## config.mk

```make
export PLATFORM = sky130hd
export DESIGN_NAME = router_fsm_flat
export DESIGN_NICKNAME = d
export VERILOG_FILES = /design/src/rtl/router_fsm_if.sv /design/src/rtl/router_fsm.sv /design/src/flat_wrapper.sv
export SDC_FILE = /design/constraint.sdc
export NUM_CORES = 1
export LEC_CHECK = 0
export ABC_AREA = 1
export CAP_MARGIN = 10
export CORE_UTILIZATION = 31
export CTS_CLUSTER_SIZE = 8
export DETAILED_ROUTE_END_ITERATION = 12
export PLACE_DENSITY = 0.63
export SYNTH_ARGS = -nofsm -noshare
export SYNTH_HDL_FRONTEND = slang
export SYNTH_SLANG_ARGS = --single-unit
```

## constraint.sdc

```tcl
create_clock -name clock -period 2.3 [get_ports clock]
set_input_delay 0.345 -clock clock [delete_from_list [all_inputs] [get_ports clock]]
set_output_delay 0.345 -clock clock [all_outputs]
set_load 0.1 [all_outputs]
```

## src/rtl/router_fsm_if.sv

```systemverilog
// router_fsm_if: packet-source, FIFO status and state-decode signals of the router control FSM.
interface router_fsm_if;
  logic       pkt_valid;
  logic [1:0] data_in;
  logic       fifo_full;
  logic       parity_done;
  logic       low_pkt_valid;
  logic       fifo_empty_0;
  logic       fifo_empty_1;
  logic       fifo_empty_2;
  logic       soft_reset_0;
  logic       soft_reset_1;
  logic       soft_reset_2;
  logic       detect_add;
  logic       lfd_state;
  logic       ld_state;
  logic       laf_state;
  logic       full_state;
  logic       write_enb_reg;
  logic       rst_int_reg;
  logic       busy;
  modport master (
    output pkt_valid, data_in, fifo_full, parity_done, low_pkt_valid,
    output fifo_empty_0, fifo_empty_1, fifo_empty_2, soft_reset_0, soft_reset_1, soft_reset_2,
    input  detect_add, lfd_state, ld_state, laf_state, full_state, write_enb_reg, rst_int_reg, busy
  );
  modport slave (
    input  pkt_valid, data_in, fifo_full, parity_done, low_pkt_valid,
    input  fifo_empty_0, fifo_empty_1, fifo_empty_2, soft_reset_0, soft_reset_1, soft_reset_2,
    output detect_add, lfd_state, ld_state, laf_state, full_state, write_enb_reg, rst_int_reg, busy
  );
endinterface

```

## src/rtl/router_fsm.sv

```systemverilog
// router_fsm: Moore control FSM of a 3-port packet router.
// Define ROUTER_FSM_DROP_BAD_ADDR_EN to swallow packets addressed to port 3 in a DROP_PACKET state.
module router_fsm (
  input logic       clock,
  input logic       resetn,
  router_fsm_if.slave bus
);
  typedef enum logic [3:0] {
    DECODE_ADDRESS, LOAD_FIRST_DATA, LOAD_DATA, FIFO_FULL_STATE,
    LOAD_AFTER_FULL, LOAD_PARITY, CHECK_PARITY_ERROR, WAIT_TILL_EMPTY
`ifdef ROUTER_FSM_DROP_BAD_ADDR_EN
    , DROP_PACKET
`endif
  } state_e;
  state_e     state_q, state_d;
  logic [1:0] addr_q, addr_d;
  logic [3:0] empty_v, srst_v;
  // port 3 does not exist: never empty, never times out
  assign empty_v = {1'b0, bus.fifo_empty_2, bus.fifo_empty_1, bus.fifo_empty_0};
  assign srst_v  = {1'b0, bus.soft_reset_2, bus.soft_reset_1, bus.soft_reset_0};
  always_ff @(posedge clock or negedge resetn)
    if (!resetn) begin
      state_q <= DECODE_ADDRESS;
      addr_q  <= 2'd0;
    end else begin
      state_q <= state_d;
      addr_q  <= addr_d;
    end
  always_comb begin
    state_d = state_q;
    addr_d  = addr_q;
    case (state_q)
      DECODE_ADDRESS: if (bus.pkt_valid) begin
        addr_d = bus.data_in;
        if (bus.data_in != 2'd3) state_d = empty_v[bus.data_in] ? LOAD_FIRST_DATA : WAIT_TILL_EMPTY;
`ifdef ROUTER_FSM_DROP_BAD_ADDR_EN
        else state_d = DROP_PACKET;
`endif
      end
      LOAD_FIRST_DATA:    state_d = LOAD_DATA;
      LOAD_DATA:          state_d = bus.fifo_full ? FIFO_FULL_STATE : !bus.pkt_valid ? LOAD_PARITY : LOAD_DATA;
      FIFO_FULL_STATE:    state_d = bus.fifo_full ? FIFO_FULL_STATE : LOAD_AFTER_FULL;
      LOAD_AFTER_FULL:    state_d = bus.parity_done ? DECODE_ADDRESS : bus.low_pkt_valid ? LOAD_PARITY : LOAD_DATA;
      LOAD_PARITY:        state_d = CHECK_PARITY_ERROR;
      CHECK_PARITY_ERROR: state_d = bus.fifo_full ? FIFO_FULL_STATE : DECODE_ADDRESS;
      WAIT_TILL_EMPTY:    state_d = empty_v[addr_q] ? LOAD_FIRST_DATA : WAIT_TILL_EMPTY;
`ifdef ROUTER_FSM_DROP_BAD_ADDR_EN
      DROP_PACKET:        state_d = bus.pkt_valid ? DROP_PACKET : DECODE_ADDRESS;
`endif
      default:            state_d = DECODE_ADDRESS;
    endcase
    if (state_q != DECODE_ADDRESS && srst_v[addr_q]) state_d = DECODE_ADDRESS;
  end
  assign bus.detect_add    = state_q == DECODE_ADDRESS;
  assign bus.lfd_state     = state_q == LOAD_FIRST_DATA;
  assign bus.ld_state      = state_q == LOAD_DATA;
  assign bus.laf_state     = state_q == LOAD_AFTER_FULL;
  assign bus.full_state    = state_q == FIFO_FULL_STATE;
  assign bus.rst_int_reg   = state_q == CHECK_PARITY_ERROR;
  assign bus.write_enb_reg = state_q == LOAD_DATA || state_q == LOAD_AFTER_FULL || state_q == LOAD_PARITY;
  assign bus.busy          = !(state_q == DECODE_ADDRESS || state_q == LOAD_DATA);
endmodule

```

## src/flat_wrapper.sv

```systemverilog
// flat-port wrapper written by rule: the top's interface ports become plain ports
module router_fsm_flat 
  (clock, resetn, bus_pkt_valid, bus_data_in, bus_fifo_full, bus_parity_done, bus_low_pkt_valid, bus_fifo_empty_0, bus_fifo_empty_1, bus_fifo_empty_2, bus_soft_reset_0, bus_soft_reset_1, bus_soft_reset_2, bus_detect_add, bus_lfd_state, bus_ld_state, bus_laf_state, bus_full_state, bus_write_enb_reg, bus_rst_int_reg, bus_busy);
  router_fsm_if bus_i ();
  input logic clock;
  input logic resetn;
  input wire logic [$bits(bus_i.pkt_valid)-1:0] bus_pkt_valid;
  input wire logic [$bits(bus_i.data_in)-1:0] bus_data_in;
  input wire logic [$bits(bus_i.fifo_full)-1:0] bus_fifo_full;
  input wire logic [$bits(bus_i.parity_done)-1:0] bus_parity_done;
  input wire logic [$bits(bus_i.low_pkt_valid)-1:0] bus_low_pkt_valid;
  input wire logic [$bits(bus_i.fifo_empty_0)-1:0] bus_fifo_empty_0;
  input wire logic [$bits(bus_i.fifo_empty_1)-1:0] bus_fifo_empty_1;
  input wire logic [$bits(bus_i.fifo_empty_2)-1:0] bus_fifo_empty_2;
  input wire logic [$bits(bus_i.soft_reset_0)-1:0] bus_soft_reset_0;
  input wire logic [$bits(bus_i.soft_reset_1)-1:0] bus_soft_reset_1;
  input wire logic [$bits(bus_i.soft_reset_2)-1:0] bus_soft_reset_2;
  output wire logic [$bits(bus_i.detect_add)-1:0] bus_detect_add;
  output wire logic [$bits(bus_i.lfd_state)-1:0] bus_lfd_state;
  output wire logic [$bits(bus_i.ld_state)-1:0] bus_ld_state;
  output wire logic [$bits(bus_i.laf_state)-1:0] bus_laf_state;
  output wire logic [$bits(bus_i.full_state)-1:0] bus_full_state;
  output wire logic [$bits(bus_i.write_enb_reg)-1:0] bus_write_enb_reg;
  output wire logic [$bits(bus_i.rst_int_reg)-1:0] bus_rst_int_reg;
  output wire logic [$bits(bus_i.busy)-1:0] bus_busy;
  assign bus_i.pkt_valid = bus_pkt_valid;
  assign bus_i.data_in = bus_data_in;
  assign bus_i.fifo_full = bus_fifo_full;
  assign bus_i.parity_done = bus_parity_done;
  assign bus_i.low_pkt_valid = bus_low_pkt_valid;
  assign bus_i.fifo_empty_0 = bus_fifo_empty_0;
  assign bus_i.fifo_empty_1 = bus_fifo_empty_1;
  assign bus_i.fifo_empty_2 = bus_fifo_empty_2;
  assign bus_i.soft_reset_0 = bus_soft_reset_0;
  assign bus_i.soft_reset_1 = bus_soft_reset_1;
  assign bus_i.soft_reset_2 = bus_soft_reset_2;
  assign bus_detect_add = bus_i.detect_add;
  assign bus_lfd_state = bus_i.lfd_state;
  assign bus_ld_state = bus_i.ld_state;
  assign bus_laf_state = bus_i.laf_state;
  assign bus_full_state = bus_i.full_state;
  assign bus_write_enb_reg = bus_i.write_enb_reg;
  assign bus_rst_int_reg = bus_i.rst_int_reg;
  assign bus_busy = bus_i.busy;
  router_fsm u_core (.clock(clock), .resetn(resetn), .bus(bus_i));
endmodule
```

==> impl_metrics.csv, run 1 <==
group,metric,value,unit
sta,worst_slack,0.5487,ns
clocking,clkTransAtPathRegs,0.05,ns
flow_run,cap_violations,0,
clocking,cts_buffers,3,
routing,drt-initial-drc-count,8,
floorplan,start_util,33.39,%
placed_design,routabilityCongestion,0.7421,
clocking,htreeDepth,1,
sta,drv_slew,0,
clocking,cts_tree,"done",
global_routing,grt_pass1_wl,1.828,mm
synth,syn-instance-count,88,
sta,skew,0.002699,ns
routing,vias_per_cell,4.581,
clocking,cts_setup_buffers,0,
floorplan,core-area,1506,sq um
layout,fin_area,755.7,sq um
sta,fin_crit_sh,76.14,%
synth,yosys.cell_types.count,14,
synth,yosysWarnings,0,
pwr,p_total,0.001218,W
synth,synthesis.area,503.0,sq um
routing,routed_wl,1.130,mm
global_routing,grt_overflow_total,0,
routing,dr.pass1.iters,4,
worst_setup_path,critPathBufInv,4,
synth,synth-seq-cells,5,
worst_setup_path,cp_max_fo,5,
placed_design,dpl_cell_area,729.5,sq um
floorplan,die_y,42.28,microns
sta,final.min_clock_period,1.751,ns
sta,setup_tns,0,ns
clocking,cts_root_buffer,"clkbuf_4",
synth,yosysTopAreaCell,"dfrtp_1",
global_routing,grt_start_max_net_pins,7,
sta,hold_viol_final,0,
pwr,p_leak,0.4173,nW
worst_setup_path,crit_path_end_kind,"output pin",
worst_setup_path,worst-r2r-setup-slack,1.05,ns
worst_setup_path,r2r-start,"u_core.state_q[1]",
layout,area_growth,50.25,%
global_routing,grt_pass1_vias,495,
worst_setup_path,criticalPathCategory,"reg -> out",
floorplan,fp-row-count,14,
worst_setup_path,slowest_delay,0.43,ns
floorplan,die_area,1788,sq um
synth,yosysTopAreaCellShare,24.88,%
worst_setup_path,worstPathCellList,"inv_2 > nand2_4 > nor2_4 > inv_1 > nand2_1 > inv_1 > buf_4",
placed_design,dp_hpwl,977,microns
clocking,hold_buffers,0,
layout,fin_nets,128,
routing,ant_nets,0,
synth,seq_area_frac_synth,24.88,%
run_status,outcome,"complete, no violations",
floorplan,dieWidth,42.28,microns
routing,drc,0,
worst_setup_path,start_kind,"flop",
layout,antenna_cells,0,
routing,routedWlPerCell,8.760,microns
placed_design,pre_cts_ws,0.7769,ns
sta,worst_pin_slew,0.2791,ns
layout,utilization,50.17,%
sta,relSlewSlack,81.55,%
hold_path,hold_class,"in -> async",
pwr,ir_drop,0.7308,mV
sta,setup_viol,0,
worst_setup_path,rr_worst_depth,7,
routing,dr_total_vias,591,
synth,synth_area_leaders,"dfrtp_1 25%, nor2_1 16%, nand2_1 14%",
clocking,cts.sinks,5,
worst_setup_path,crit_top_cell,"inv_1",
sta,rsz0062_at_grt,"false",
floorplan,io_pins,22,
worst_setup_path,path_delay_family,"buffers and inverters",
worst_setup_path,crit_required,1.96,ns
worst_setup_path,slowest_stage,"dfrtp_1",
clocking,insertion_delay,0.24,ns
clocking,cts-resized-gates,0,
global_routing,track_usage,13.28,%
layout,drive_gt1_share,20.35,%
clocking,cts.path.max_buffers,2,
worst_setup_path,worst_r2r_endpoint,"u_core.state_q[0]",
worst_setup_path,critPathArrivalTime,1.41,ns
synth,syn_nets,102,
global_routing,antenna_found_initial,0,
placed_design,port_buffers,21,
pwr,power_density,1611,nW/um^2
synth,postSynthAreaPerCell,5.716,sq um
sta,fmax,571.0,MHz
==> routing by layer <==
| metal | vias to the layer above | GRT usage (%) | share of wire [%] |
|---|---|---|---|
| li1 | 320 | - | - |
| met1 | 250 | 14.93 | 45 |
| met2 | 21 | 24.00 | 49 |
| met3 | 0 | 3.879 | 5.8 |
| met4 | 0 | 3.750 | 0 |
| met5 | - | 0 | 0 |
==> logic make-up (layout without fill, tap and decap cells) <==
kind of cell / after synthesis / after routing / share of synthesized area, %
buffers and inverters: 18 / 43 / 13.43
AOI/OAI and AO/OA: 8 / 8 / 8.704
DFF: 5 / 5 / 24.88
and+or+nand+nor: 57 / 57 / 52.99
==> layout by cell type (no fill, tap or decap) <==
master,instances
nand2_4,2
nor2_1,22
clkbuf_1,1
o21ai_1,1
nand3_1,10
inv_1,13
a21oi_1,3
nand3_2,1
o21ai_0,2
dfrtp_1,5
nor2_4,2
clkdlybuf4s50_1,13
buf_12,1
a21oi_2,1
inv_2,5
clkbuf_4,3
buf_4,7
o21ai_2,1
nand2_1,19
nand3b_1,1
==> report_power, final <==
group / internal, W / switching, W
combinational: 0.000244 / 0.000700
clock: 0.0000657 / 0.0000374
sequential: 0.000126 / 0.0000444
==> how the worst max path moves through the flow <==
stage,to,startpoint,slack [ns],cells past startpoint
floorplan,bus_lfd_state,u_core.state_q[1],0.1,3
global placement,u_core.state_q[2],bus_fifo_full,0.77,8
detailed placement,u_core.state_q[2],bus_fifo_full,0.78,8
CTS,bus_busy,u_core.state_q[1],0.54,7
global route,bus_busy,u_core.state_q[0],0.45,7
finish,bus_busy,u_core.state_q[1],0.55,7
==> area by class of cell <==
type / count / area, sq um
Inverter: 18 / 67.56
Timing Repair Buffer: 21 / 202.7
Fill cell: 164 / 750.7
Multi-Input combinational cell: 65 / 314.1
Clock buffer: 4 / 26.28
Tap cell: 16 / 20.02
Sequential cell: 5 / 125.1
==> synth_stat cells (all sizes together) <==
master / n
nor2: 24
nand2: 21
inv: 18
nand3: 11
dfrtp: 5
a21oi: 4
o21ai: 4
nand3b: 1
==> through the flow <==
step | hold slack (ns) | std cells
floorplan | 0.04941 | 88
global placement | 0.5759 | 125
detailed placement | 0.5807 | 125
CTS | 0.3230 | 129
global route | 0.3292 | 129
finish | 0.3201 | 129
==> sequential cells by signal, summed over array words and instances, names as in the netlist <==
signal and count:
u_core.state_q 3, u_core.addr_q 2
==> worst register-to-register path, delay by kind of cell, from the launching register on <==
kind                   cells  cell delay (ns)
AND/OR/NAND/NOR            5             0.52
flip-flops                 1             0.43
AO/OA/AOI/OAI              1             0.13
buffers and inverters      1             0.10
No activity file was read; power rests on OpenSTA's default activity.
==> run 2: changes to the inputs <==
- PLACE_DENSITY: 0.63 -> 0.65
- clock period: 2.3 -> 1.6 ns (I/O delays scaled with it)
==> run 2 against run 1 <==
Via count is 6.4% higher; non-clock buffer count is 10 higher; final cell count is 7.8% higher; worst setup slack worse by 0.53 ns; clock skew is 0.0020 ns lower; count of clock-buffer cells in the layout stayed put; sequential cell count stayed put; sequential share of layout area is 3.4 points lower.
==> impl_metrics.csv, run 2 (same netlist as run 1, synthesis figures left out) <==
group,metric,value,unit
run_status,outcome,"complete, no violations",
worst_setup_path,slowest_stage,"dfrtp_2",
worst_setup_path,crit_required,1.36,ns
layout,fin_nets,138,
clocking,insertion_delay,0.23,ns
clocking,htreeDepth,1,
worst_setup_path,crit_path_end_kind,"output pin",
clocking,hold_buffers,0,
sta,fin_crit_sh,98.57,%
layout,mostFrequentLayoutCell,"nor2_1",
global_routing,grt_pass1_vias,555,
clocking,cts_root_buffer,"clkbuf_4",
layout,largest_register,"u_core.state_q",
floorplan,start_util,33.39,%
sta,setup_tns,0,ns
layout,area_growth,92.29,%
layout,fin_area,967.2,sq um
placed_design,port_buffers,21,
worst_setup_path,crit_top_cell,"buf_12",
placed_design,routabilityCongestion,0.7994,
layout,top_regs,"u_core.state_q: 3 flops, u_core.addr_q: 2 flops",
pwr,power_density,2296,nW/um^2
clocking,cts.sinks,5,
worst_setup_path,path_delay_family,"flip-flops",
global_routing,grt_pass1_wl,2.063,mm
sta,setup_viol,0,
sta,rsz0062_at_grt,"true",
clocking,cts_buffers,3,
flow_run,cap_violations,0,
routing,drt-initial-drc-count,12,
routing,dr_total_vias,629,
routing,routedWlPerCell,9.863,microns
sta,worst_pin_slew,0.2119,ns
sta,final.min_clock_period,1.577,ns
floorplan,dieWidth,42.28,microns
routing,drc,0,
global_routing,grt_start_max_net_pins,7,
clocking,clkTransAtPathRegs,0.04,ns
worst_setup_path,worstPathCellList,"buf_12 > nand3_4 > inv_4 > nor2_2 > o21ai_2 > buf_12",
sta,hold_viol_final,0,
global_routing,track_usage,15.28,%
floorplan,die_y,42.28,microns
sta,fmax,634.0,MHz
layout,antenna_cells,0,
clocking,cts.path.max_buffers,2,
layout,drive_gt1_share,31.71,%
placed_design,dp_hpwl,1.014,mm
global_routing,antenna_found_initial,0,
floorplan,die_area,1788,sq um
worst_setup_path,critPathBufInv,3,
pwr,p_leak,0.4857,nW
worst_setup_path,critPathArrivalTime,1.34,ns
worst_setup_path,slowest_delay,0.43,ns
floorplan,core-area,1506,sq um
routing,dr.pass1.iters,4,
global_routing,grt_overflow_total,0,
layout,largest_reg_flops,3,
sta,relSlewSlack,85.83,%
sta,drv_slew,0,
layout,layout_common_cells,"20 x nor2_1, 19 x nand2_1, 13 x clkdlybuf4s50_1",
pwr,ir_drop,1.195,mV
sta,skew,0.0006729,ns
routing,vias_per_cell,4.525,
floorplan,fp-row-count,14,
worst_setup_path,start_kind,"flop",
placed_design,dpl_cell_area,823.3,sq um
routing,ant_nets,0,
worst_setup_path,cp_max_fo,4,
clocking,cts_tree,"done",
floorplan,io_pins,22,
routing,routed_wl,1.371,mm
worst_setup_path,criticalPathCategory,"reg -> out",
hold_path,hold_class,"in -> async",
-- run 2: power by group --
group | total (W) | switching, W | leakage (nW) | internal, W
clock | 0.000139 | 0.0000449 | 0.0150 | 0.0000938
sequential | 0.000249 | 0.0000647 | 0.0595 | 0.000185
combinational | 0.00183 | 0.00113 | 0.411 | 0.000699
-- run 2: worst reg2reg max path, cell delays in order (launching register included) --
cell and delay, ns:
dfrtp_2 0.43, buf_12 0.14, buf_4 0.13, nand3_1 0.11, inv_2 0.07, a21oi_1 0.13
nand2_1 0.06, nor2_1 0.12, nor2_1 0.05
-- run 2: worst paths after layout --
check	from	end	slack [ns]	depth (start not counted)
worst min-delay path	resetn	u_core.state_q[0]	0.22	1
max in group asynchronous	resetn	u_core.state_q[2]	1.18	1
min in group clock	u_core.addr_q[0]	u_core.addr_q[0]	0.60	2
worst max-delay path	u_core.state_q[1]	bus_write_enb_reg	0.02	6
worst min register to register	u_core.addr_q[0]	u_core.addr_q[0]	0.60	2
worst max register to register	u_core.state_q[1]	u_core.state_q[0]	0.23	8
-- run 2: final cells by class --
class	count	area, sq um
clock buffer	4	26.28
fill	141	539.3
inverter	18	76.32
multi-input combinational	65	326.6
sequential	5	127.6
tap	16	20.02
timing repair buffer	31	390.4
-- run 2: stage by stage --
step	worst slack (ns)	util [%]	hold slack [ns]	total power, W	cells
2_1_floorplan	-0.2904	-	-0.05559	0.001309	88
3_3_place_gp	0.1923	54.65	0.4729	0.001824	125
3_5_place_dp	0.1560	54.65	0.4714	0.001839	125
4_1_cts	-0.01284	59.22	0.2119	0.002082	133
5_1_grt	-0.04993	64.20	0.2259	0.002332	139
6_report	0.02282	64.20	0.2200	0.002221	139
-- run 2: metal layers --
metal  GRT usage [%]  share of wire (%)  up-vias
li1                -                  -      339
met1           13.71                 39      268
met2           30.15                 56       20
met3           3.879                4.2        2
met4           8.125               0.80        0
met5               0                  0        -
-- run 2: what timing repair did --
| item | 4_1_cts | 5_1_grt |
|---|---|---|
| pin swaps | 1 | 4 |
| endpoints found under the setup margin | 3 | 3 |
| gates cloned | 0 | 0 |
| resized for setup | 4 | 3 |
| setup buffers | 4 | 6 |
==> run 3: changes to the inputs <==
- ABC_AREA: 1 -> default
- PLACE_DENSITY: 0.65 -> 0.69
==> run 3 against run 2 <==
Worst setup slack lost 0.020 ns; via count shrank 18%; hold slack lost 0.0062 ns; core utilization grew 9.4 points; highest routed layer unchanged.
==> impl_metrics.csv, run 3 <==
group,metric,value,unit
run_status,outcome,"complete, no violations",
placed_design,port_buffers,21,
clocking,cts_buffers,3,
routing,vias_per_cell,5.255,
sta,setup_viol,0,
global_routing,grt_pass1_wl,2.007,mm
synth,yosysWarnings,0,
worst_setup_path,critPathBufInv,2,
clocking,clkTransAtPathRegs,0.04,ns
sta,worst_pin_slew,0.3851,ns
synth,synth-seq-cells,5,
layout,utilization,73.61,%
synth,yosys.cell_types.count,23,
synth,yosysTopAreaCellShare,29.94,%
hold_path,hold_class,"in -> async",
clocking,htreeDepth,1,
synth,seq_area_frac_synth,29.94,%
routing,drt-initial-drc-count,6,
worst_setup_path,crit_required,1.36,ns
sta,hold_ws,0.2138,ns
layout,top_regs,"u_core.state_q: 3 flops, u_core.addr_q: 2 flops",
worst_setup_path,rr_worst_depth,5,
floorplan,io_pins,22,
routing,ant_nets,0,
layout,multi_input_area,327.8,sq um
layout,layoutNonFillerInstCount,98,
sta,drv_slew,0,
synth,synthesis.area,417.9,sq um
placed_design,placed_cells,89,
routing,drc,0,
sta,fmax,626.0,MHz
worst_setup_path,start_kind,"flop",
global_routing,grt_pass1_vias,462,
worst_setup_path,slowest_stage,"dfrtp_2",
routing,routedWlPerCell,12.55,microns
sta,fin_crit_sh,99.84,%
sta,rsz0062_at_grt,"true",
sta,relSlewSlack,74.06,%
floorplan,die_area,1499,sq um
clocking,cts_root_buffer,"clkbuf_4",
layout,final.fill_count,86,
clocking,hold_buffers,0,
layout,layout_common_cells,"13 x clkdlybuf4s50_1, 8 x buf_12, 8 x buf_4",
global_routing,track_usage,20.10,%
synth,synth_most_common_cell,"o21ai_0",
synth,yosys-top-cells-count,"6 x o21ai_0, 5 x dfrtp_1, 5 x nand2_1, 4 x nor2_1",
layout,antenna_cells,0,
synth,postSynthAreaPerCell,7.885,sq um
layout,regArea,128.9,sq um
synth,yosysTopAreaCell,"dfrtp_1",
worst_setup_path,crit_path_end_kind,"output pin",
layout,mostFrequentLayoutCell,"clkdlybuf4s50_1",
worst_setup_path,path_delay_family,"flip-flops",
worst_setup_path,slowest_delay,0.43,ns
synth,synth_area_leaders,"dfrtp_1 30%, mux2i_1 7.2%, o21ai_0 7.2%",
placed_design,dp_hpwl,920.2,microns
clocking,cts.sinks,5,
synth,synth-edff-count,0,
clocking,insertion_delay,0.25,ns
clocking,cts.path.max_buffers,2,
floorplan,fp-row-count,12,
worst_setup_path,cp_max_fo,6,
placed_design,routabilityCongestion,0.8666,
floorplan,start_util,35.68,%
synth,ys.flop_type,"dfrtp_1",
worst_setup_path,crit_start,"u_core.state_q[1]",
floorplan,dieWidth,38.72,microns
floorplan,core-area,1171,sq um
routing,dr_total_vias,515,
floorplan,die_y,38.72,microns
placed_design,dpl_cell_area,792.0,sq um
layout,fin_nets,99,
worst_setup_path,critPathArrivalTime,1.36,ns
global_routing,grt_overflow_total,0,
worst_setup_path,worst-r2r-setup-slack,0.07,ns
sta,final.min_clock_period,1.597,ns
global_routing,antenna_found_initial,0,
layout,largest_register,"u_core.state_q",
sta,hold_viol_final,0,
synth,syn-instance-count,53,
clocking,cts_tree,"done",
flow_run,cap_violations,0,
layout,largest_reg_flops,3,
sta,skew,0.006102,ns
synth,async_reset_ff_share,100.0,%
worst_setup_path,worst_r2r_endpoint,"u_core.state_q[2]",
layout,fin_area,862.1,sq um
layout,drive_gt1_share,40.48,%
worst_setup_path,r2r-start,"u_core.state_q[2]",
synth,syn_nets,67,
global_routing,grt_start_max_net_pins,11,
worst_setup_path,worstPathCellList,"clkinvlp_4 > nor2_4 > a21o_4 > buf_12",
routing,routed_wl,1.230,mm
worst_setup_path,criticalPathCategory,"reg -> out",
layout,area_growth,106.3,%
routing,dr.pass1.iters,4,
## run 3: cell count changes after synthesis, moves of 5 or more
cell,previous run,this run
nand2_1,19,5
inv_1,13,2
inv_2,5,0
nor2_1,22,4
nand3_1,10,1
## run 3: timing repair
action | in CTS | in global routing
setup endpoints to repair | 5 | 3
resized for setup | 3 | 0
buffers inserted | 4 | 1
pin swaps | 1 | 0
## run 3: how the worst max path moves through the flow
stage	end	cells past startpoint
2_1_floorplan	bus_write_enb_reg	4
3_3_place_gp	u_core.state_q[2]	4
3_5_place_dp	u_core.state_q[2]	4
4_1_cts	bus_write_enb_reg	4
5_1_grt	bus_write_enb_reg	4
6_report	bus_write_enb_reg	4
## run 3: cell families (layout without fill, tap and decap cells)
kind of cell | after synthesis | in the layout | synth area share (%)
AO/OA/AOI/OAI | 17 | 17 | 26.35
buffers and inverters | 4 | 35 | 3.594
flip-flops | 5 | 5 | 29.94
multiplexers | 5 | 5 | 12.57
AND/OR/NAND/NOR | 22 | 22 | 27.54
## run 3: final cells by class
cell class,instances,area share (%)
Clock buffer,4,3.048
Inverter,2,1.306
Multi-Input combinational cell,44,38.03
Sequential cell,5,14.95
Tap cell,14,2.032
Timing Repair Buffer,29,40.64
## run 3: through the flow
step           setup TNS (ns)  setup slack [ns]
2_1_floorplan          -2.361           -0.4706
3_3_place_gp                0            0.1098
3_5_place_dp                0           0.09170
4_1_cts                     0          0.004912
5_1_grt              -0.07945          -0.04735
6_report                    0          0.002575
## run 3: layer usage
layer  up-vias  global-route usage, %  wire [microns]
met5         -                      0               0
met4         0                  7.759              10
met3         2                  5.202              36
met2         9                  33.75             601
met1       249                  24.11             581
li1        255                      -               -
Power of run 3 is left out: the tool's default activity adds up to more than one toggle a clock period on the data nets, which glitch-free logic cannot reach.
